[src/rtl/operand_fetch_stage_pkg.sv]
// Shared types and constants for the operand fetch stage and its bypass muxes.
// Strand and register-index widths, ALU op width, PC pseudo-register, hazard FSM states.
package operand_fetch_stage_pkg;

    localparam int NUM_STRANDS = 4;
    localparam int STRAND_BITS = $clog2(NUM_STRANDS);
    localparam int REG_BITS    = 5;
    localparam int ALU_OP_W    = 6;
    localparam int PC_REG      = 31;

    typedef logic [STRAND_BITS-1:0] strand_t;
    typedef logic [REG_BITS-1:0]    reg_index_t;
    typedef logic [ALU_OP_W-1:0]    alu_op_t;
    typedef logic [31:0]            word_t;

    typedef enum logic {
        ST_RUN,
        ST_LOAD_WAIT
    } fetch_state_t;

    // A downstream stage supplies a source when it holds a live writer of that register in this strand.
    function automatic logic stage_match(input logic vld, input logic has_dest,
                                         input strand_t stage_strand, input strand_t src_strand,
                                         input reg_index_t dest, input reg_index_t src);
        return vld && has_dest && (stage_strand == src_strand) && (dest == src);
    endfunction

endpackage

[src/rtl/operand_fetch_stage_if.sv]
// Decode-side instruction bus into the fetch stage and the registered ALU-side bus out of it.
// The stage uses the slave view; decode/execute (or a bench) use the master view.
interface operand_fetch_stage_if;
    import operand_fetch_stage_pkg::*;

    logic       id_valid;
    strand_t    id_strand;
    word_t      id_pc;
    alu_op_t    id_alu_op;
    reg_index_t id_src1_reg;
    reg_index_t id_src2_reg;
    logic       id_src2_is_imm;
    word_t      id_immediate;
    reg_index_t id_dest_reg;
    logic       id_has_dest;
    logic       id_is_load;
    logic       id_stall;

    logic       ds_valid;
    strand_t    ds_strand;
    alu_op_t    ds_alu_op;
    word_t      ds_operand1;
    word_t      ds_operand2;
    reg_index_t ds_dest_reg;
    logic       ds_has_dest;
    logic       ds_is_load;

    modport master (
        output id_valid, id_strand, id_pc, id_alu_op, id_src1_reg, id_src2_reg,
               id_src2_is_imm, id_immediate, id_dest_reg, id_has_dest, id_is_load,
        input  id_stall,
        input  ds_valid, ds_strand, ds_alu_op, ds_operand1, ds_operand2,
               ds_dest_reg, ds_has_dest, ds_is_load
    );

    modport slave (
        input  id_valid, id_strand, id_pc, id_alu_op, id_src1_reg, id_src2_reg,
               id_src2_is_imm, id_immediate, id_dest_reg, id_has_dest, id_is_load,
        output id_stall,
        output ds_valid, ds_strand, ds_alu_op, ds_operand1, ds_operand2,
               ds_dest_reg, ds_has_dest, ds_is_load
    );

endinterface

[src/rtl/operand_fetch_stage_bypass_mux.sv]
// Single-source operand priority mux: PC pseudo-register, then ex, ma, wb bypass, then register file.
// Purely combinational; also reports the ex match so the caller can detect load-use hazards.
module operand_bypass_mux
    import operand_fetch_stage_pkg::*;
(
    input  reg_index_t src_reg,
    input  strand_t    id_strand,
    input  word_t      id_pc,
    input  logic       ex_valid,
    input  logic       ex_has_dest,
    input  strand_t    ex_strand,
    input  reg_index_t ex_dest_reg,
    input  word_t      ex_result,
    input  logic       ma_valid,
    input  logic       ma_has_dest,
    input  strand_t    ma_strand,
    input  reg_index_t ma_dest_reg,
    input  word_t      ma_result,
    input  logic       wb_enable,
    input  strand_t    wb_strand,
    input  reg_index_t wb_reg,
    input  word_t      wb_value,
    input  word_t      rf_value,
    output word_t      value,
    output logic       ex_match
);

    logic ma_match;
    logic wb_match;

    always_comb begin
        ex_match = stage_match(ex_valid, ex_has_dest, ex_strand, id_strand, ex_dest_reg, src_reg);
        ma_match = stage_match(ma_valid, ma_has_dest, ma_strand, id_strand, ma_dest_reg, src_reg);
        wb_match = stage_match(wb_enable, 1'b1, wb_strand, id_strand, wb_reg, src_reg);

        value = rf_value;
        if (src_reg == reg_index_t'(PC_REG)) value = id_pc;
        else if (ex_match)                   value = ex_result;
        else if (ma_match)                   value = ma_result;
        else if (wb_match)                   value = wb_value;
    end

endmodule

[src/rtl/operand_fetch_stage.sv]
// Operand fetch stage: resolves ALU operands with full bypass, inserts one bubble per load-use hazard.
// Latency 1 cycle id_* -> ds_*; id_stall is combinational (downstream stall or load-use, unless rolled back).
module operand_fetch_stage
    import operand_fetch_stage_pkg::*;
(
    input  logic                         clk,
    input  logic                         reset,
    operand_fetch_stage_if.slave         fetch,
    input  word_t                        rf_src1_value,
    input  word_t                        rf_src2_value,
    input  logic                         ex_valid,
    input  logic                         ex_has_dest,
    input  logic                         ex_is_load,
    input  strand_t                      ex_strand,
    input  reg_index_t                   ex_dest_reg,
    input  word_t                        ex_result,
    input  logic                         ma_valid,
    input  logic                         ma_has_dest,
    input  strand_t                      ma_strand,
    input  reg_index_t                   ma_dest_reg,
    input  word_t                        ma_result,
    input  logic                         wb_enable,
    input  strand_t                      wb_strand,
    input  reg_index_t                   wb_reg,
    input  word_t                        wb_value,
    input  logic                         rollback_valid,
    input  strand_t                      rollback_strand,
    input  logic                         downstream_stall
);

    fetch_state_t state_q, state_nxt;

    logic  ex_valid_eff;
    logic  ex_match1, ex_match2;
    word_t src1_value, src2_value, operand2;
    logic  use1, use2, load_use, rb_id, rb_ds;

    // In LOAD_WAIT the ex slot holds our own bubble, so the load is resolved from ma.
    assign ex_valid_eff = ex_valid && (state_q == ST_RUN);

    operand_bypass_mux u_src1 (
        .src_reg(fetch.id_src1_reg), .id_strand(fetch.id_strand), .id_pc(fetch.id_pc),
        .ex_valid(ex_valid_eff), .ex_has_dest(ex_has_dest), .ex_strand(ex_strand),
        .ex_dest_reg(ex_dest_reg), .ex_result(ex_result),
        .ma_valid(ma_valid), .ma_has_dest(ma_has_dest), .ma_strand(ma_strand),
        .ma_dest_reg(ma_dest_reg), .ma_result(ma_result),
        .wb_enable(wb_enable), .wb_strand(wb_strand), .wb_reg(wb_reg), .wb_value(wb_value),
        .rf_value(rf_src1_value), .value(src1_value), .ex_match(ex_match1)
    );

    operand_bypass_mux u_src2 (
        .src_reg(fetch.id_src2_reg), .id_strand(fetch.id_strand), .id_pc(fetch.id_pc),
        .ex_valid(ex_valid_eff), .ex_has_dest(ex_has_dest), .ex_strand(ex_strand),
        .ex_dest_reg(ex_dest_reg), .ex_result(ex_result),
        .ma_valid(ma_valid), .ma_has_dest(ma_has_dest), .ma_strand(ma_strand),
        .ma_dest_reg(ma_dest_reg), .ma_result(ma_result),
        .wb_enable(wb_enable), .wb_strand(wb_strand), .wb_reg(wb_reg), .wb_value(wb_value),
        .rf_value(rf_src2_value), .value(src2_value), .ex_match(ex_match2)
    );

    assign operand2 = fetch.id_src2_is_imm ? fetch.id_immediate : src2_value;

    // The PC pseudo-register and an immediate never depend on an in-flight load.
    assign use1 = (fetch.id_src1_reg != reg_index_t'(PC_REG));
    assign use2 = !fetch.id_src2_is_imm && (fetch.id_src2_reg != reg_index_t'(PC_REG));

    assign load_use = fetch.id_valid && ex_is_load &&
                      ((use1 && ex_match1) || (use2 && ex_match2));

    assign rb_id = rollback_valid && (rollback_strand == fetch.id_strand);
    assign rb_ds = rollback_valid && (rollback_strand == fetch.ds_strand);

    assign fetch.id_stall = !reset && !rb_id && (downstream_stall || load_use);

    always_comb begin
        state_nxt = state_q;
        if (rollback_valid)        state_nxt = ST_RUN;
        else if (downstream_stall) state_nxt = state_q;
        else if (load_use)         state_nxt = ST_LOAD_WAIT;
        else                       state_nxt = ST_RUN;
    end

    always_ff @(posedge clk) begin
        if (reset) state_q <= ST_RUN;
        else       state_q <= state_nxt;
    end

    always_ff @(posedge clk) begin
        if (reset) begin
            fetch.ds_valid    <= 1'b0;
            fetch.ds_strand   <= '0;
            fetch.ds_alu_op   <= '0;
            fetch.ds_operand1 <= '0;
            fetch.ds_operand2 <= '0;
            fetch.ds_dest_reg <= '0;
            fetch.ds_has_dest <= 1'b0;
            fetch.ds_is_load  <= 1'b0;
        end else if (downstream_stall) begin
            if (rb_ds) fetch.ds_valid <= 1'b0;
        end else begin
            fetch.ds_valid    <= fetch.id_valid && !load_use && !rb_id;
            fetch.ds_strand   <= fetch.id_strand;
            fetch.ds_alu_op   <= fetch.id_alu_op;
            fetch.ds_operand1 <= src1_value;
            fetch.ds_operand2 <= operand2;
            fetch.ds_dest_reg <= fetch.id_dest_reg;
            fetch.ds_has_dest <= fetch.id_has_dest;
            fetch.ds_is_load  <= fetch.id_is_load;
        end
    end

endmodule

[src/flat_wrapper.sv]
// flat-port wrapper written by rule: the top's interface ports become plain ports
module operand_fetch_stage_flat import operand_fetch_stage_pkg::*;
  (clk, reset, rf_src1_value, rf_src2_value, ex_valid, ex_has_dest, ex_is_load, ex_strand, ex_dest_reg, ex_result, ma_valid, ma_has_dest, ma_strand, ma_dest_reg, ma_result, wb_enable, wb_strand, wb_reg, wb_value, rollback_valid, rollback_strand, downstream_stall, fetch_id_valid, fetch_id_strand, fetch_id_pc, fetch_id_alu_op, fetch_id_src1_reg, fetch_id_src2_reg, fetch_id_src2_is_imm, fetch_id_immediate, fetch_id_dest_reg, fetch_id_has_dest, fetch_id_is_load, fetch_id_stall, fetch_ds_valid, fetch_ds_strand, fetch_ds_alu_op, fetch_ds_operand1, fetch_ds_operand2, fetch_ds_dest_reg, fetch_ds_has_dest, fetch_ds_is_load);
  operand_fetch_stage_if fetch_i ();
  input  logic clk;
  input  logic reset;
  input  word_t rf_src1_value;
  input  word_t rf_src2_value;
  input  logic ex_valid;
  input  logic ex_has_dest;
  input  logic ex_is_load;
  input  strand_t ex_strand;
  input  reg_index_t ex_dest_reg;
  input  word_t ex_result;
  input  logic ma_valid;
  input  logic ma_has_dest;
  input  strand_t ma_strand;
  input  reg_index_t ma_dest_reg;
  input  word_t ma_result;
  input  logic wb_enable;
  input  strand_t wb_strand;
  input  reg_index_t wb_reg;
  input  word_t wb_value;
  input  logic rollback_valid;
  input  strand_t rollback_strand;
  input  logic downstream_stall;
  input wire logic [$bits(fetch_i.id_valid)-1:0] fetch_id_valid;
  input wire logic [$bits(fetch_i.id_strand)-1:0] fetch_id_strand;
  input wire logic [$bits(fetch_i.id_pc)-1:0] fetch_id_pc;
  input wire logic [$bits(fetch_i.id_alu_op)-1:0] fetch_id_alu_op;
  input wire logic [$bits(fetch_i.id_src1_reg)-1:0] fetch_id_src1_reg;
  input wire logic [$bits(fetch_i.id_src2_reg)-1:0] fetch_id_src2_reg;
  input wire logic [$bits(fetch_i.id_src2_is_imm)-1:0] fetch_id_src2_is_imm;
  input wire logic [$bits(fetch_i.id_immediate)-1:0] fetch_id_immediate;
  input wire logic [$bits(fetch_i.id_dest_reg)-1:0] fetch_id_dest_reg;
  input wire logic [$bits(fetch_i.id_has_dest)-1:0] fetch_id_has_dest;
  input wire logic [$bits(fetch_i.id_is_load)-1:0] fetch_id_is_load;
  output wire logic [$bits(fetch_i.id_stall)-1:0] fetch_id_stall;
  output wire logic [$bits(fetch_i.ds_valid)-1:0] fetch_ds_valid;
  output wire logic [$bits(fetch_i.ds_strand)-1:0] fetch_ds_strand;
  output wire logic [$bits(fetch_i.ds_alu_op)-1:0] fetch_ds_alu_op;
  output wire logic [$bits(fetch_i.ds_operand1)-1:0] fetch_ds_operand1;
  output wire logic [$bits(fetch_i.ds_operand2)-1:0] fetch_ds_operand2;
  output wire logic [$bits(fetch_i.ds_dest_reg)-1:0] fetch_ds_dest_reg;
  output wire logic [$bits(fetch_i.ds_has_dest)-1:0] fetch_ds_has_dest;
  output wire logic [$bits(fetch_i.ds_is_load)-1:0] fetch_ds_is_load;
  assign fetch_i.id_valid = fetch_id_valid;
  assign fetch_i.id_strand = fetch_id_strand;
  assign fetch_i.id_pc = fetch_id_pc;
  assign fetch_i.id_alu_op = fetch_id_alu_op;
  assign fetch_i.id_src1_reg = fetch_id_src1_reg;
  assign fetch_i.id_src2_reg = fetch_id_src2_reg;
  assign fetch_i.id_src2_is_imm = fetch_id_src2_is_imm;
  assign fetch_i.id_immediate = fetch_id_immediate;
  assign fetch_i.id_dest_reg = fetch_id_dest_reg;
  assign fetch_i.id_has_dest = fetch_id_has_dest;
  assign fetch_i.id_is_load = fetch_id_is_load;
  assign fetch_id_stall = fetch_i.id_stall;
  assign fetch_ds_valid = fetch_i.ds_valid;
  assign fetch_ds_strand = fetch_i.ds_strand;
  assign fetch_ds_alu_op = fetch_i.ds_alu_op;
  assign fetch_ds_operand1 = fetch_i.ds_operand1;
  assign fetch_ds_operand2 = fetch_i.ds_operand2;
  assign fetch_ds_dest_reg = fetch_i.ds_dest_reg;
  assign fetch_ds_has_dest = fetch_i.ds_has_dest;
  assign fetch_ds_is_load = fetch_i.ds_is_load;
  operand_fetch_stage u_core (.clk(clk), .reset(reset), .fetch(fetch_i), .rf_src1_value(rf_src1_value), .rf_src2_value(rf_src2_value), .ex_valid(ex_valid), .ex_has_dest(ex_has_dest), .ex_is_load(ex_is_load), .ex_strand(ex_strand), .ex_dest_reg(ex_dest_reg), .ex_result(ex_result), .ma_valid(ma_valid), .ma_has_dest(ma_has_dest), .ma_strand(ma_strand), .ma_dest_reg(ma_dest_reg), .ma_result(ma_result), .wb_enable(wb_enable), .wb_strand(wb_strand), .wb_reg(wb_reg), .wb_value(wb_value), .rollback_valid(rollback_valid), .rollback_strand(rollback_strand), .downstream_stall(downstream_stall));
endmodule
[config.mk]
export PLATFORM = sky130hd
export DESIGN_NAME = operand_fetch_stage_flat
export DESIGN_NICKNAME = d
export VERILOG_FILES = /design/src/rtl/operand_fetch_stage_pkg.sv /design/src/rtl/operand_fetch_stage_if.sv /design/src/rtl/operand_fetch_stage_bypass_mux.sv /design/src/rtl/operand_fetch_stage.sv /design/src/flat_wrapper.sv
export SDC_FILE = /design/constraint.sdc
export NUM_CORES = 1
export LEC_CHECK = 0
export ABC_AREA = 1
export CORE_MARGIN = 2
export CORE_UTILIZATION = 40
export CTS_BUF_LIST = sky130_fd_sc_hd__clkbuf_8 sky130_fd_sc_hd__clkbuf_16
export DETAILED_ROUTE_END_ITERATION = 6
export HOLD_SLACK_MARGIN = 0.15
export PLACE_DENSITY = 0.79
export SYNTH_ARGS = -nofsm -noshare
export SYNTH_HDL_FRONTEND = slang
export SYNTH_SLANG_ARGS = --single-unit
[constraint.sdc]
create_clock -name clk -period 2.7 [get_ports clk]
set_input_delay 0.27 -clock clk [delete_from_list [all_inputs] [get_ports clk]]
set_output_delay 0.27 -clock clk [all_outputs]
set_load 0.01 [all_outputs]
After elaboration in Yosys (flattened, before gate mapping). Index checks and enable logic that the tools add are counted. W data, S select, Z words.

Output and inout bits: 81. Word-level logic and storage cells: 68. Input port bits: 284. Register bits after elaboration: 81.

Bitwise gates (word level): 1. Equality and inequality tests: 16. Multiplexer cells: 12. Reduce and logical (&&, ||, !) cells: 30.

Operator list (count): $mux W32 (9); $eq A5 B5 Y1 (6); $logic_and A1 B1 Y1 (23); $eq A2 B2 Y1 (5); $eq A5 B5 Y1 const B (2); $ne A5 B5 Y1 const B (2); $logic_not A1 Y1 (4); $mux W1 (3); $logic_or A1 B1 Y1 (2); $ne A2 B1 Y1 const B (1); $reduce_or A2 Y1 (1); $not A1 Y1 (1).

Logic depth before layout (Yosys ltp). Gate-level depths: netlist of the first run.

Depth after elaboration: 12. Mapped depth: 14. Gate-level depth less buffers: 13.

Hierarchy. From an unflattened synthesis of the first run, not the netlist that was laid out.

Cell total of the unflattened synthesis: 1534. Area total of the unflattened synthesis: 8396.8 sq um.

Modules (own cells, without submodules): operand_bypass_mux (seq. area each 0.0 sq um, area an instance 2392.3 sq um, instances 2, cells an instance 540); operand_fetch_stage (seq. area each 1621.6 sq um, area an instance 3612.2 sq um, instances 1, cells an instance 454).

Worst setup path after synthesis of the first run. OpenSTA, ideal clock, no wires.

Path type: register to output. Start point: register u_core.state_q. End point: output fetch_id_stall. Slack: 0.993 ns. Stages on the path, launching flop included: 10. Arrival time: 1.437 ns. Cells stage by stage: dfxtp_1 > nand3b_1 > nor3_1 > nand2_1 > buf_2 > o21ai_0 > nand2_1 > nand2_1 > nand2_1 > nor2_1.

Word-level cells in the longest chain between the ends: 10. Elaborated cells between the ends (all ways): 12. Classes of those cells: 1 x bitwise; 11 x reduce/logical.

RTL lines: start: declaration (line operand_fetch_stage.sv:31) `fetch_state_t state_q, state_nxt;`; start signal: assignment (line operand_fetch_stage.sv:85) `else state_q <= state_nxt;`; $not A1 Y1 * (line operand_fetch_stage.sv:39) `assign ex_valid_eff = ex_valid && (state_q == ST_RUN);`; $logic_and A1 B1 Y1 * (line operand_fetch_stage.sv:39); $logic_and A1 B1 Y1 * (2 in a row) (line operand_fetch_stage_pkg.sv:25) `return vld && has_dest && (stage_strand == src_strand) && (dest == src);`; $logic_and A1 B1 Y1 (line operand_fetch_stage_pkg.sv:25); $logic_and A1 B1 Y1 (line operand_fetch_stage.sv:68) `((use1 && ex_match1) || (use2 && ex_match2));`; $logic_or A1 B1 Y1 * (line operand_fetch_stage.sv:68); $logic_and A1 B1 Y1 * (line operand_fetch_stage.sv:67) `assign load_use = fetch.id_valid && ex_is_load &&`; $logic_or A1 B1 Y1 * (line operand_fetch_stage.sv:73) `assign fetch.id_stall = !reset && !rb_id && (downstream_stall || load_use);`; $logic_and A1 B1 Y1 * (line operand_fetch_stage.sv:73); end: declaration (line flat_wrapper.sv:38) `output wire logic [$bits(fetch_i.id_stall)-1:0] fetch_id_stall;`.

Mark *: on every way between the ends. The rest lies on a longest branch, timed or not.

Worst setup path after layout of the first run.
Start point: input ex_dest_reg[0]. End point: output fetch_id_stall.

Word-level cells in the longest chain between the ends: 7. Elaborated cells between the ends (all ways): 10. Classes of those cells: 2 x eq/ne; 8 x reduce/logical.

RTL lines: start: declaration (line flat_wrapper.sv:13) `input reg_index_t ex_dest_reg;`; $eq A5 B5 Y1 (line operand_fetch_stage_pkg.sv:25); $logic_and A1 B1 Y1 (line operand_fetch_stage_pkg.sv:25); $logic_and A1 B1 Y1 (line operand_fetch_stage.sv:68); $logic_or A1 B1 Y1 * (line operand_fetch_stage.sv:68); $logic_and A1 B1 Y1 * (line operand_fetch_stage.sv:67); $logic_or A1 B1 Y1 * (line operand_fetch_stage.sv:73); $logic_and A1 B1 Y1 * (line operand_fetch_stage.sv:73).

Marked as above.

==> summary.md, run 1 <==
| Metric | Value |
|---|---|
| Status | `completed` |
| CP Launch Type | `input port` |
| TritonCTS sink count | `81` |
| Core Area | `18,580 µm²` |
| Leading registers by flop count | `u_core.fetch.ds_operand1 (32), u_core.fetch.ds_operand2 (32), u_core.fetch.ds_alu_op (6)` |
| Unrepaired setup endpoints after global routing | `false` |
| GR Util All Layers | `34.88%` |
| Filler cell count in the final layout | `1,807` |
| Height of the die | `141.0 µm` |
| # IOs | `365` |
| Endpoint kind of the worst setup timing path | `output port` |
| Worst Hold Path EP | `u_core.fetch.ds_is_load` |
| Net count after synthesis | `1,725` |
| Number of cell instances on the worst register-to-register path | `9` |
| Highest-count cells in the layout ignoring fill and taps | `nand2_1, clkdlybuf4s50_1, inv_1` |
| Ratio of routed vias to standard cells | `5.203` |
| Grt ovf | `0` |
| Mux share of post-synthesis cell area | `0%` |
| Post-synthesis area per instance | `5.206 µm²` |
| Number of cells on the worst hold path | `2` |
| Weighted congestion reported at the end of routability-driven placement | `0.9679` |
| Netlist Area Pre-Place | `7502 µm²` |
| Max Transition Viols Final | `0` |
| Count of routing violations after the opening detailed-route iteration | `983` |
| DR WL/cell | `17.54 µm` |
| Layout Nets | `2,063` |
| Fraction of the mapped netlist area in adder cells | `0%` |
| Synth warnings | `0` |
| FMAX | `0.3985 GHz` |
| Pin count of the biggest net entering global routing | `143` |
| Critical setup path kind | `input port to output port` |
| Critical Path RT | `2.43 ns` |
| Die boundary width | `141.0 µm` |
| Layout overhead on the synthesized area | `59.74%` |
| Flop-to-flop setup slack | `0.66 ns` |
| Insertion delay to the later sink of the worst-skew pair | `0.36 ns` |
| P per Cell Area | `344.7 nW/µm²` |
| Number of endpoints failing setup at the final stage | `0` |
| Leading cell type in the layout, fill and taps excluded | `nand2_1` |
| DRC violation count after routing | `0` |
| IR drop worst, VDD | `0.0003358 V` |
| Port bufs | `364` |
| Number of placement rows | `50` |
| Worst flop-to-flop path startpoint | `u_core.state_q` |
| Total number of vias | `10.50k` |
| Leakage power | `5.973 nW` |
| Dominant combinational cell family by area after synthesis | `simple AND/OR/NAND/NOR gates` |
| Seq/Total Area, Yosys | `21.61%` |
| Clock input transition at the sequential cells of the worst setup and hold paths | `0.07 ns` |
| Arrival time of the worst setup path | `2.24 ns` |
| Actual transition at the worst max-transition pin | `0.7449 ns` |
| Vias in the first global route | `9,967` |
| Class of the tightest hold or removal check | `flip-flop to flip-flop` |
| Final Hold Viols | `0` |
| Number of CTS-inserted buffers | `9` |
| DP Wirelength | `26.33 mm` |
| Portion of the clock cycle consumed by the worst path in the final layout | `92.93%` |
| TritonRoute pass-1 iters | `6` |
| Complex-gate fraction of the synthesized area | `17.08%` |
| Post-DRT Antenna Nets | `0` |
| Max-Slew Margin vs Limit | `50.34%` |
| Hold Crit Start | `u_core.fetch.ds_is_load` |
| Routed wire length | `35.42 mm` |
| Setup skew after layout | `0.01287 ns` |
| Register bit count reported by yosys | `81` |
| Synth Instances | `1,441` |
| Worst Path Max Fanout | `2` |
| Total Negative Setup Slacks | `0 ns` |
| Number of distinct standard cells referenced by the synthesized netlist | `26` |
| Number of H-tree branching levels | `3` |
| Clock root buffer | `clkbuf_16` |
| Number of antenna violations at the first check in global routing | `1` |
| Full die area | `19,870 µm²` |
| Starting density of the core | `40.38%` |
| Global-route wire length before repair | `54.33 mm` |
| Layout cell share with drive strength beyond 1 | `5.325%` |
| Maximum buffer depth of the clock tree | `2` |
| CTS tree | `done` |
| Overall power after layout | `0.004131 W` |
| Maxcap violations | `0` |
| Crit path time final | `2.509 ns` |
| Simple-gate share of the synthesized area | `39.13%` |
| Xor/xnor cell area share of the yosys netlist | `2.919%` |
| Destination of the worst register-to-register timing path | `u_core.fetch.ds_operand1[20]` |
[worst max-delay path by stage]
stage,from,end,cells past startpoint
after detailed placement,fetch_id_strand[1],fetch_id_stall,11
after global routing,ex_dest_reg[0],fetch_id_stall,13
after CTS,ex_dest_reg[0],fetch_id_stall,13
after global placement,fetch_id_strand[1],fetch_id_stall,11
after floorplan,u_core.state_q,fetch_id_stall,9
final,ex_dest_reg[0],fetch_id_stall,13
[layout make-up]
cell class	count	area [µm²]	share of cell area, %
clock inverters	7	107.6	0.8979
well taps	234	292.8	2.443
inverters	283	1065	8.885
repair buffers	422	4173	34.82
clock buffers	9	225.2	1.879
multi-input cells	982	4497	37.52
flip-flops and latches	81	1622	13.53
diodes	1	2.502	0.02088
[power breakdown]
part / total, W / switching, W / internal [W]
clock: 0.00146 / 0.000624 / 0.000833
combinational: 0.00135 / 0.000625 / 0.000724
sequential: 0.00133 / 0.0000421 / 0.00128
[synth_stat cells (all sizes together)]
library cell / count / area share [%]
nand4: 2 / 0.17
nor2: 69 / 3.5
dfxtp: 81 / 22
clkbuf: 66 / 3.3
xor2: 9 / 1.1
a21oi: 100 / 6.7
or2: 1 / 0.083
nor3b: 1 / 0.25
nand3: 203 / 14
nand2: 420 / 21
clkinv: 1 / 0.050
xnor2: 16 / 1.9
buf: 29 / 1.8
a211oi: 1 / 0.10
nor3: 6 / 0.40
nand3b: 1 / 0.10
a221oi: 1 / 0.12
o2111ai: 1 / 0.12
o211ai: 2 / 0.20
inv: 282 / 14
o21ai: 148 / 9.9
and3: 1 / 0.083
[stage by stage]
stage / hold WS [ns] / utilization [%] / worst slack, ns / area [µm²] / instances
after global placement: 0.4655 / 62.70 / -0.1863 / 11650 / 2002
after floorplan: 0.3391 / - / 0.9930 / 7502 / 1441
after detailed placement: 0.4748 / 62.70 / -0.1694 / 11650 / 2002
final: 0.4830 / 64.50 / 0.1908 / 11980 / 2019
after CTS: 0.4870 / 64.48 / 0.1721 / 11980 / 2018
after global routing: 0.5121 / 64.50 / 0.03412 / 11980 / 2019
[worst max-delay path, stage by stage]
cell,delay [ns]
clkdlybuf4s50_1,0.52
buf_4,0.13
xnor2_1,0.10
nand3_1,0.09
nor2_1,0.15
buf_4,0.14
nand3_1,0.07
o21ai_1,0.14
nand2_1,0.11
nand2_1,0.07
nand2_1,0.06
nor2_1,0.10
dlygate4sd2_1,0.29
[timing repair]
action | in CTS | in global routing
hold buffers | 0 | 0
buffers inserted | 0 | 0
endpoints found under the setup margin | 1 | 0
gates resized for setup | 2 | 0
[logic make-up (layout without fill, tap and decap cells)]
group | after synthesis | after routing
AOI/OAI and AO/OA | 253 | 253
xor gates and xnor gates | 25 | 25
DFF | 81 | 81
buffers and inverters | 378 | 721
and+or+nand+nor | 704 | 704
other | 0 | 1
[per-layer routing]
layer / vias to the layer above / wire [µm] / track usage (%)
li1: 5126 / - / -
met1: 4699 / 13290 / 40.00
met2: 573 / 16770 / 60.41
met3: 106 / 3561 / 8.458
met4: 0 / 1794 / 17.84
met5: - / 0 / 0
(Power assumes the default switching activity.)
==> run 2: changes to the inputs <==
--- a/config.mk
+++ b/config.mk
@@ -12,6 +12,7 @@
 export DETAILED_ROUTE_END_ITERATION = 6
 export HOLD_SLACK_MARGIN = 0.15
 export PLACE_DENSITY = 0.79
+export SETUP_SLACK_MARGIN = 0.05
 export SYNTH_ARGS = -nofsm -noshare
 export SYNTH_HDL_FRONTEND = slang
 export SYNTH_SLANG_ARGS = --single-unit
==> summary.md, run 2 (same netlist as run 1, synthesis figures left out) <==
| Metric | Value |
|---|---|
| TritonCTS sink count | `81 (unchanged)` |
| Final core occ | `64.51% (was 64.50%)` |
| Starting density of the core | `40.38% (unchanged)` |
| Weighted congestion reported at the end of routability-driven placement | `0.9679 (unchanged)` |
| Cell count after placement | `2,002 (unchanged)` |
| Maximum buffer depth of the clock tree | `2 (unchanged)` |
| Routed wire length | `35.49 mm (was 35.42 mm)` |
| Clock input transition at the sequential cells of the worst setup and hold paths | `0.07 ns (about the same)` |
| Pin count of the biggest net entering global routing | `143 (unchanged)` |
| Number of standard cells in the layout, taps in and fillers out | `2,019 (unchanged)` |
| P per Cell Area | `345.0 nW/µm² (was 344.7 nW/µm²)` |
| Insertion delay to the later sink of the worst-skew pair | `0.36 ns (about the same)` |
| Cell-by-cell trace of the critical path | `clkdlybuf4s50_1 > buf_4 > xnor2_1 > nand3_1 > nor2_2 > buf_4 > nand3_1 > o21ai_1 > nand2_1 > nand2_1 > nand2_1 > nor2_1 > dlygate4sd2_1 (was clkdlybuf4s50_1 > buf_4 > xnor2_1 > nand3_1 > nor2_1 > buf_4 > nand3_1 > o21ai_1 > nand2_1 > nand2_1 > nand2_1 > nor2_1 > dlygate4sd2_1)` |
| CTS tree | `done (unchanged)` |
| Total area of multi-input combinational cells | `4499 µm² (was 4497 µm²)` |
| Maxcap violations | `0 (unchanged)` |
| Final Hold Viols | `0 (unchanged)` |
| DRC violation count after routing | `0 (unchanged)` |
| Number of placement rows | `50 (unchanged)` |
| DR WL/cell | `17.58 µm (was 17.54 µm)` |
| Hold buffer count at cts | `0 (unchanged)` |
| Number of antenna violations at the first check in global routing | `1 (unchanged)` |
| Endpoint kind of the worst setup timing path | `output port (unchanged)` |
| Critical Path Most Common Cell | `nand2_1 (unchanged)` |
| Critical path's slowest cell | `clkdlybuf4s50_1 (unchanged)` |
| Max Transition Viols Final | `0 (unchanged)` |
| Leading cell type in the layout, fill and taps excluded | `nand2_1 (unchanged)` |
| Critical Path RT | `2.43 ns (about the same)` |
| TritonRoute pass-1 iters | `6 (unchanged)` |
| Layout cell share with drive strength beyond 1 | `5.381% (was 5.325%)` |
| Full die area | `19,870 µm² (unchanged)` |
| Grt ovf | `0 (unchanged)` |
| # IOs | `365 (unchanged)` |
| Flop-to-flop setup slack | `0.66 ns (about the same)` |
| IR drop worst, VDD | `0.0003368 V (was 0.0003358 V)` |
| Layout overhead on the synthesized area | `59.77% (was 59.74%)` |
| Ratio of routed vias to standard cells | `5.223 (was 5.203)` |
| Global-route wire length before repair | `54.33 mm (unchanged)` |
| Number of endpoints failing setup at the final stage | `0 (unchanged)` |
| Count of routing violations after the opening detailed-route iteration | `967 (was 983)` |
| WP buf/inv | `4 (unchanged)` |
| CP Launch Type | `input port (unchanged)` |
| Status | `completed (unchanged)` |
| Total number of vias | `10.55k (was 10.50k)` |
| Actual transition at the worst max-transition pin | `0.7497 ns (was 0.7449 ns)` |
| Core Area | `18,580 µm² (unchanged)` |
| Portion of the clock cycle consumed by the worst path in the final layout | `92.01% (was 92.93%)` |
| Layout Nets | `2,063 (unchanged)` |
| Delay of the slowest cell on the worst path | `0.52 ns (about the same)` |
| Max-Slew Margin vs Limit | `50.02% (was 50.34%)` |
| Vias in the first global route | `9,967 (unchanged)` |
| Setup skew after layout | `0.01338 ns (was 0.01287 ns)` |
| Class of the tightest hold or removal check | `flip-flop to flip-flop (unchanged)` |
| GR Util All Layers | `34.88% (unchanged)` |
| Worst Path Max Fanout | `2 (unchanged)` |
| Leakage power | `5.972 nW (was 5.973 nW)` |
| Number of H-tree branching levels | `3 (unchanged)` |
| Post-DRT Antenna Nets | `0 (unchanged)` |
| Worst slack at placement | `-0.1694 ns (unchanged)` |
| Critical setup path kind | `input port to output port (unchanged)` |
| Highest-count cells in the layout ignoring fill and taps | `nand2_1, clkdlybuf4s50_1, inv_1 (unchanged)` |
| Leading registers by flop count | `u_core.fetch.ds_operand1 (32), u_core.fetch.ds_operand2 (32), u_core.fetch.ds_alu_op (6) (unchanged)` |
| Crit path setup slack, layout | `0.2157 ns (was 0.1908 ns)` |
| Crit path time final | `2.484 ns (was 2.509 ns)` |
| Number of CTS-inserted buffers | `9 (unchanged)` |
| Seq. cell area | `1622 µm² (unchanged)` |
| Port bufs | `364 (unchanged)` |
| DP Wirelength | `26.33 mm (unchanged)` |
| Filler cell count in the final layout | `1,806 (was 1,807)` |
| Post-CTS repair timing setup buffer count | `0 (unchanged)` |
| Height of the die | `141.0 µm (unchanged)` |
| Arrival time of the worst setup path | `2.21 ns (was 2.24 ns)` |
| Unrepaired setup endpoints after global routing | `false (unchanged)` |
| Top Family by Delay on Critical Path | `buffers and inverters (unchanged)` |
| Die boundary width | `141.0 µm (unchanged)` |
| Clock root buffer | `clkbuf_16 (unchanged)` |
| FMAX | `0.4025 GHz (was 0.3985 GHz)` |
[run 2: worst reg2reg max path, stage by stage, from the launching register on]
cell and delay (ns):
dfxtp_1 0.33, nand3b_1 0.15, nor3_1 0.26, buf_4 0.19
nand2_2 0.06, buf_4 0.33, o21ai_0 0.32, inv_1 0.06
a21oi_1 0.18, nor2_1 0.06
[run 2: area by class of cell]
| cell class | count | share of cell area [%] |
|---|---|---|
| timing repair buffer | 422 | 34.81 |
| sequential | 81 | 13.53 |
| multi-input combinational | 982 | 37.54 |
| tap | 234 | 2.443 |
| clock inverter | 7 | 0.8977 |
| clock buffer | 9 | 1.879 |
| antenna | 1 | 0.02088 |
| inverter | 283 | 8.883 |
[run 2: final timing paths]
path	startpoint	end	cells after the start
hold / removal	u_core.fetch.ds_is_load	u_core.fetch.ds_is_load	2
hold reg to reg	u_core.fetch.ds_is_load	u_core.fetch.ds_is_load	2
setup / recovery	ex_dest_reg[0]	fetch_id_stall	13
setup reg to reg	u_core.state_q	u_core.fetch.ds_operand1[14]	9
[run 2: power breakdown]
group,internal [W],switching [W]
clock,0.000833,0.000627
combinational,0.000724,0.000627
sequential,0.00128,0.0000422
total,0.00284,0.00130
[run 2: through the flow]
stage / setup TNS, ns / hold slack (ns) / power, W / cell area (µm²)
final: 0 / 0.4831 / 0.004136 / 11990
after global routing: 0 / 0.5121 / 0.004329 / 11990
after CTS: 0 / 0.4870 / 0.004153 / 11980
after detailed placement: -0.1694 / 0.4748 / 0.002689 / 11650
after global placement: -0.1863 / 0.4655 / 0.002685 / 11650
after floorplan: 0 / 0.3391 / 0.001846 / 7502
[run 2: per-layer routing]
layer | GRT usage, % | wire (µm) | share of wire (%)
met1 | 40.00 | 13400 | 38
met2 | 60.41 | 16850 | 47
met3 | 8.458 | 3499 | 9.9
met4 | 17.84 | 1739 | 4.9
met5 | 0 | 0 | 0
[run 2: what timing repair did]
item / in CTS / in global routing
endpoints found under the hold margin: 0 / 0
endpoints found under the setup margin: 1 / 1
resized for setup: 2 / 1
==> run 3: changes to the inputs <==
--- a/config.mk
+++ b/config.mk
@@ -6,10 +6,10 @@
 export NUM_CORES = 1
 export LEC_CHECK = 0
 export ABC_AREA = 1
-export CORE_MARGIN = 2
-export CORE_UTILIZATION = 40
+export CORE_AREA = 2 2 140 142
 export CTS_BUF_LIST = sky130_fd_sc_hd__clkbuf_8 sky130_fd_sc_hd__clkbuf_16
 export DETAILED_ROUTE_END_ITERATION = 6
+export DIE_AREA = 0 0 142 144
 export HOLD_SLACK_MARGIN = 0.15
 export PLACE_DENSITY = 0.79
 export SETUP_SLACK_MARGIN = 0.05
==> summary.md, run 3 (same netlist as run 1, synthesis figures left out) <==
| Metric | Value |
|---|---|
| Status | `completed (unchanged)` |
| Maximum buffer depth of the clock tree | `2 (unchanged)` |
| DR WL/cell | `17.82 µm (was 17.58 µm)` |
| Number of cell instances on the worst register-to-register path | `9 (unchanged)` |
| Setup skew after layout | `0.007530 ns (was 0.01338 ns)` |
| Highest-count cells in the layout ignoring fill and taps | `nand2_1, clkdlybuf4s50_1, inv_1 (unchanged)` |
| GR Util All Layers | `34.56% (was 34.88%)` |
| Unrepaired setup endpoints after global routing | `false (unchanged)` |
| FMAX | `0.4062 GHz (was 0.4025 GHz)` |
| CP Capture Point | `fetch_id_stall (unchanged)` |
| Filler cell count in the final layout | `1,875 (was 1,806)` |
| Ratio of routed vias to standard cells | `5.198 (was 5.223)` |
| Number of CTS-inserted buffers | `9 (unchanged)` |
| Post_cts resized | `3 (was 2)` |
| Total number of vias | `10.54k (was 10.55k)` |
| WP buf/inv | `4 (unchanged)` |
| Full die area | `20,450 µm² (was 19,870 µm²)` |
| CP Launch Type | `input port (unchanged)` |
| IR drop worst, VDD | `0.0003709 V (was 0.0003368 V)` |
| Worst Hold Slack | `0.4857 ns (was 0.4831 ns)` |
| Critical Path Most Common Cell | `nand2_1 (unchanged)` |
| Grt ovf | `0 (unchanged)` |
| Final core occ | `62.76% (was 64.51%)` |
| # IOs | `365 (unchanged)` |
| Count of routing violations after the opening detailed-route iteration | `905 (was 967)` |
| Port bufs | `364 (unchanged)` |
| Critical setup path kind | `input port to output port (unchanged)` |
| Cell count after placement | `2,005 (was 2,002)` |
| Core Area | `19,080 µm² (was 18,580 µm²)` |
| CTS tree | `done (unchanged)` |
| Post-CTS repair timing setup buffer count | `0 (unchanged)` |
| Layout cell share with drive strength beyond 1 | `5.384% (was 5.381%)` |
| Hold buffer count at cts | `0 (unchanged)` |
| Critical path depth | `13 (unchanged)` |
| Number of placement rows | `51 (was 50)` |
| Maxcap violations | `0 (unchanged)` |
| P per Cell Area | `333.4 nW/µm² (was 345.0 nW/µm²)` |
| Delay of the slowest cell on the worst path | `0.51 ns (was 0.52 ns)` |
| TritonCTS sink count | `81 (unchanged)` |
| Max Transition Viols Final | `0 (unchanged)` |
| DP Wirelength | `26.11 mm (was 26.33 mm)` |
| Actual transition at the worst max-transition pin | `0.7984 ns (was 0.7497 ns)` |
| Weighted congestion reported at the end of routability-driven placement | `0.9621 (was 0.9679)` |
| Number of endpoints failing setup at the final stage | `0 (unchanged)` |
| Class of the tightest hold or removal check | `flip-flop to flip-flop (unchanged)` |
| Number of H-tree branching levels | `3 (unchanged)` |
| Start point of the critical path | `ex_dest_reg[0] (unchanged)` |
| Clock input transition at the sequential cells of the worst setup and hold paths | `0.07 ns (about the same)` |
| Layout Nets | `2,062 (was 2,063)` |
| Layout overhead on the synthesized area | `59.61% (was 59.77%)` |
| Final Hold Viols | `0 (unchanged)` |
| Max-Slew Margin vs Limit | `46.77% (was 50.02%)` |
| Arrival time of the worst setup path | `2.19 ns (was 2.21 ns)` |
| Worst flop-to-flop path startpoint | `u_core.state_q (unchanged)` |
| Leakage power | `5.951 nW (was 5.972 nW)` |
| Destination of the worst register-to-register timing path | `u_core.fetch.ds_operand1[31] (was u_core.fetch.ds_operand1[14])` |
| DRC violation count after routing | `0 (unchanged)` |
| Endpoint kind of the worst setup timing path | `output port (unchanged)` |
| Critical path's slowest cell | `clkdlybuf4s50_1 (unchanged)` |
| Starting density of the core | `39.32% (was 40.38%)` |
| Number of antenna violations at the first check in global routing | `8 (was 1)` |
| Height of the die | `144 µm (was 141.0 µm)` |
| Clock root buffer | `clkbuf_16 (unchanged)` |
| Pin count of the biggest net entering global routing | `143 (unchanged)` |
| Flop-to-flop setup slack | `0.67 ns (was 0.66 ns)` |
| Global-route wire length before repair | `54.48 mm (was 54.33 mm)` |
| Worst Path Max Fanout | `2 (unchanged)` |
| Die boundary width | `142 µm (was 141.0 µm)` |
| Portion of the clock cycle consumed by the worst path in the final layout | `91.19% (was 92.01%)` |
| Cell-by-cell trace of the critical path | `clkdlybuf4s50_1 > xnor2_1 > nand3_1 > nor3_2 > buf_4 > nand2_2 > o21ai_0 > buf_4 > nand2_1 > nand2_1 > nand2_1 > nor2_1 > dlygate4sd2_1 (was clkdlybuf4s50_1 > buf_4 > xnor2_1 > nand3_1 > nor2_2 > buf_4 > nand3_1 > o21ai_1 > nand2_1 > nand2_1 > nand2_1 > nor2_1 > dlygate4sd2_1)` |
| Post-DRT Antenna Nets | `0 (unchanged)` |
| Top Family by Delay on Critical Path | `buffers and inverters (unchanged)` |
| Critical Path RT | `2.43 ns (about the same)` |
| Leading cell type in the layout, fill and taps excluded | `nand2_1 (unchanged)` |
| Insertion delay to the later sink of the worst-skew pair | `0.36 ns (about the same)` |
| Vias in the first global route | `9,970 (was 9,967)` |
| TritonRoute pass-1 iters | `6 (unchanged)` |
| Crit path time final | `2.462 ns (was 2.484 ns)` |
| Number of standard cells in the layout, taps in and fillers out | `2,028 (was 2,019)` |
| Leading registers by flop count | `u_core.fetch.ds_operand1 (32), u_core.fetch.ds_operand2 (32), u_core.fetch.ds_alu_op (6) (unchanged)` |
| Routed wire length | `36.14 mm (was 35.49 mm)` |
-- run 3: layout make-up --
cell class	count	area (µm²)	share of cell area [%]
Clock buffer	10	239.0	1.996
Antenna cell	7	17.52	0.1463
Timing Repair Buffer	421	4178	34.89
Multi-Input combinational cell	982	4507	37.64
Inverter	283	1065	8.892
Tap cell	238	297.8	2.487
Clock inverter	6	48.80	0.4075
Sequential cell	81	1622	13.54
-- run 3: worst reg2reg max path, delay by kind of cell, from the launching register on --
kind / cells / cell delay (ns)
buf+inv: 3 / 0.55
flops: 1 / 0.32
compound gates: 2 / 0.51
simple gates: 4 / 0.53
-- run 3: metrics by stage --
stage	instance area, µm²	total power [W]	setup TNS (ns)	setup slack [ns]
global route	11970	0.004175	0	0.09005
detailed placement	11660	0.002693	-0.09999	-0.09999
floorplan	7502	0.001846	0	0.9930
CTS	11960	0.004001	0	0.2366
global placement	11660	0.002687	-0.1158	-0.1158
finish	11970	0.003992	0	0.2380
-- run 3: worst min-delay path by stage --
stage                                            from                          end  slack, ns  depth (start not counted)
final                       u_core.fetch.ds_alu_op[0]    u_core.fetch.ds_alu_op[0]       0.49                          2
after global routing                            reset        u_core.fetch.ds_valid       0.51                          2
after CTS                   u_core.fetch.ds_alu_op[0]    u_core.fetch.ds_alu_op[0]       0.49                          2
after detailed placement  u_core.fetch.ds_dest_reg[2]  u_core.fetch.ds_dest_reg[2]       0.47                          2
after global placement    u_core.fetch.ds_dest_reg[1]  u_core.fetch.ds_dest_reg[1]       0.46                          2
after floorplan                                 reset        u_core.fetch.ds_valid       0.34                          1
-- run 3: where the power goes --
part / leakage [nW] / switching [W] / internal, W
registers: 0.674 / 0.0000444 / 0.00128
clock network: 0.137 / 0.000647 / 0.000664
logic: 5.14 / 0.000627 / 0.000727
total: 5.95 / 0.00132 / 0.00267
-- run 3: routing by layer --
layer	wire length (µm)	share of wire [%]	track usage, %
met5	17	0.047	0
met3	3709	10	7.947
met4	2163	6.0	23.53
met1	13460	37	39.97
met2	16790	46	57.06
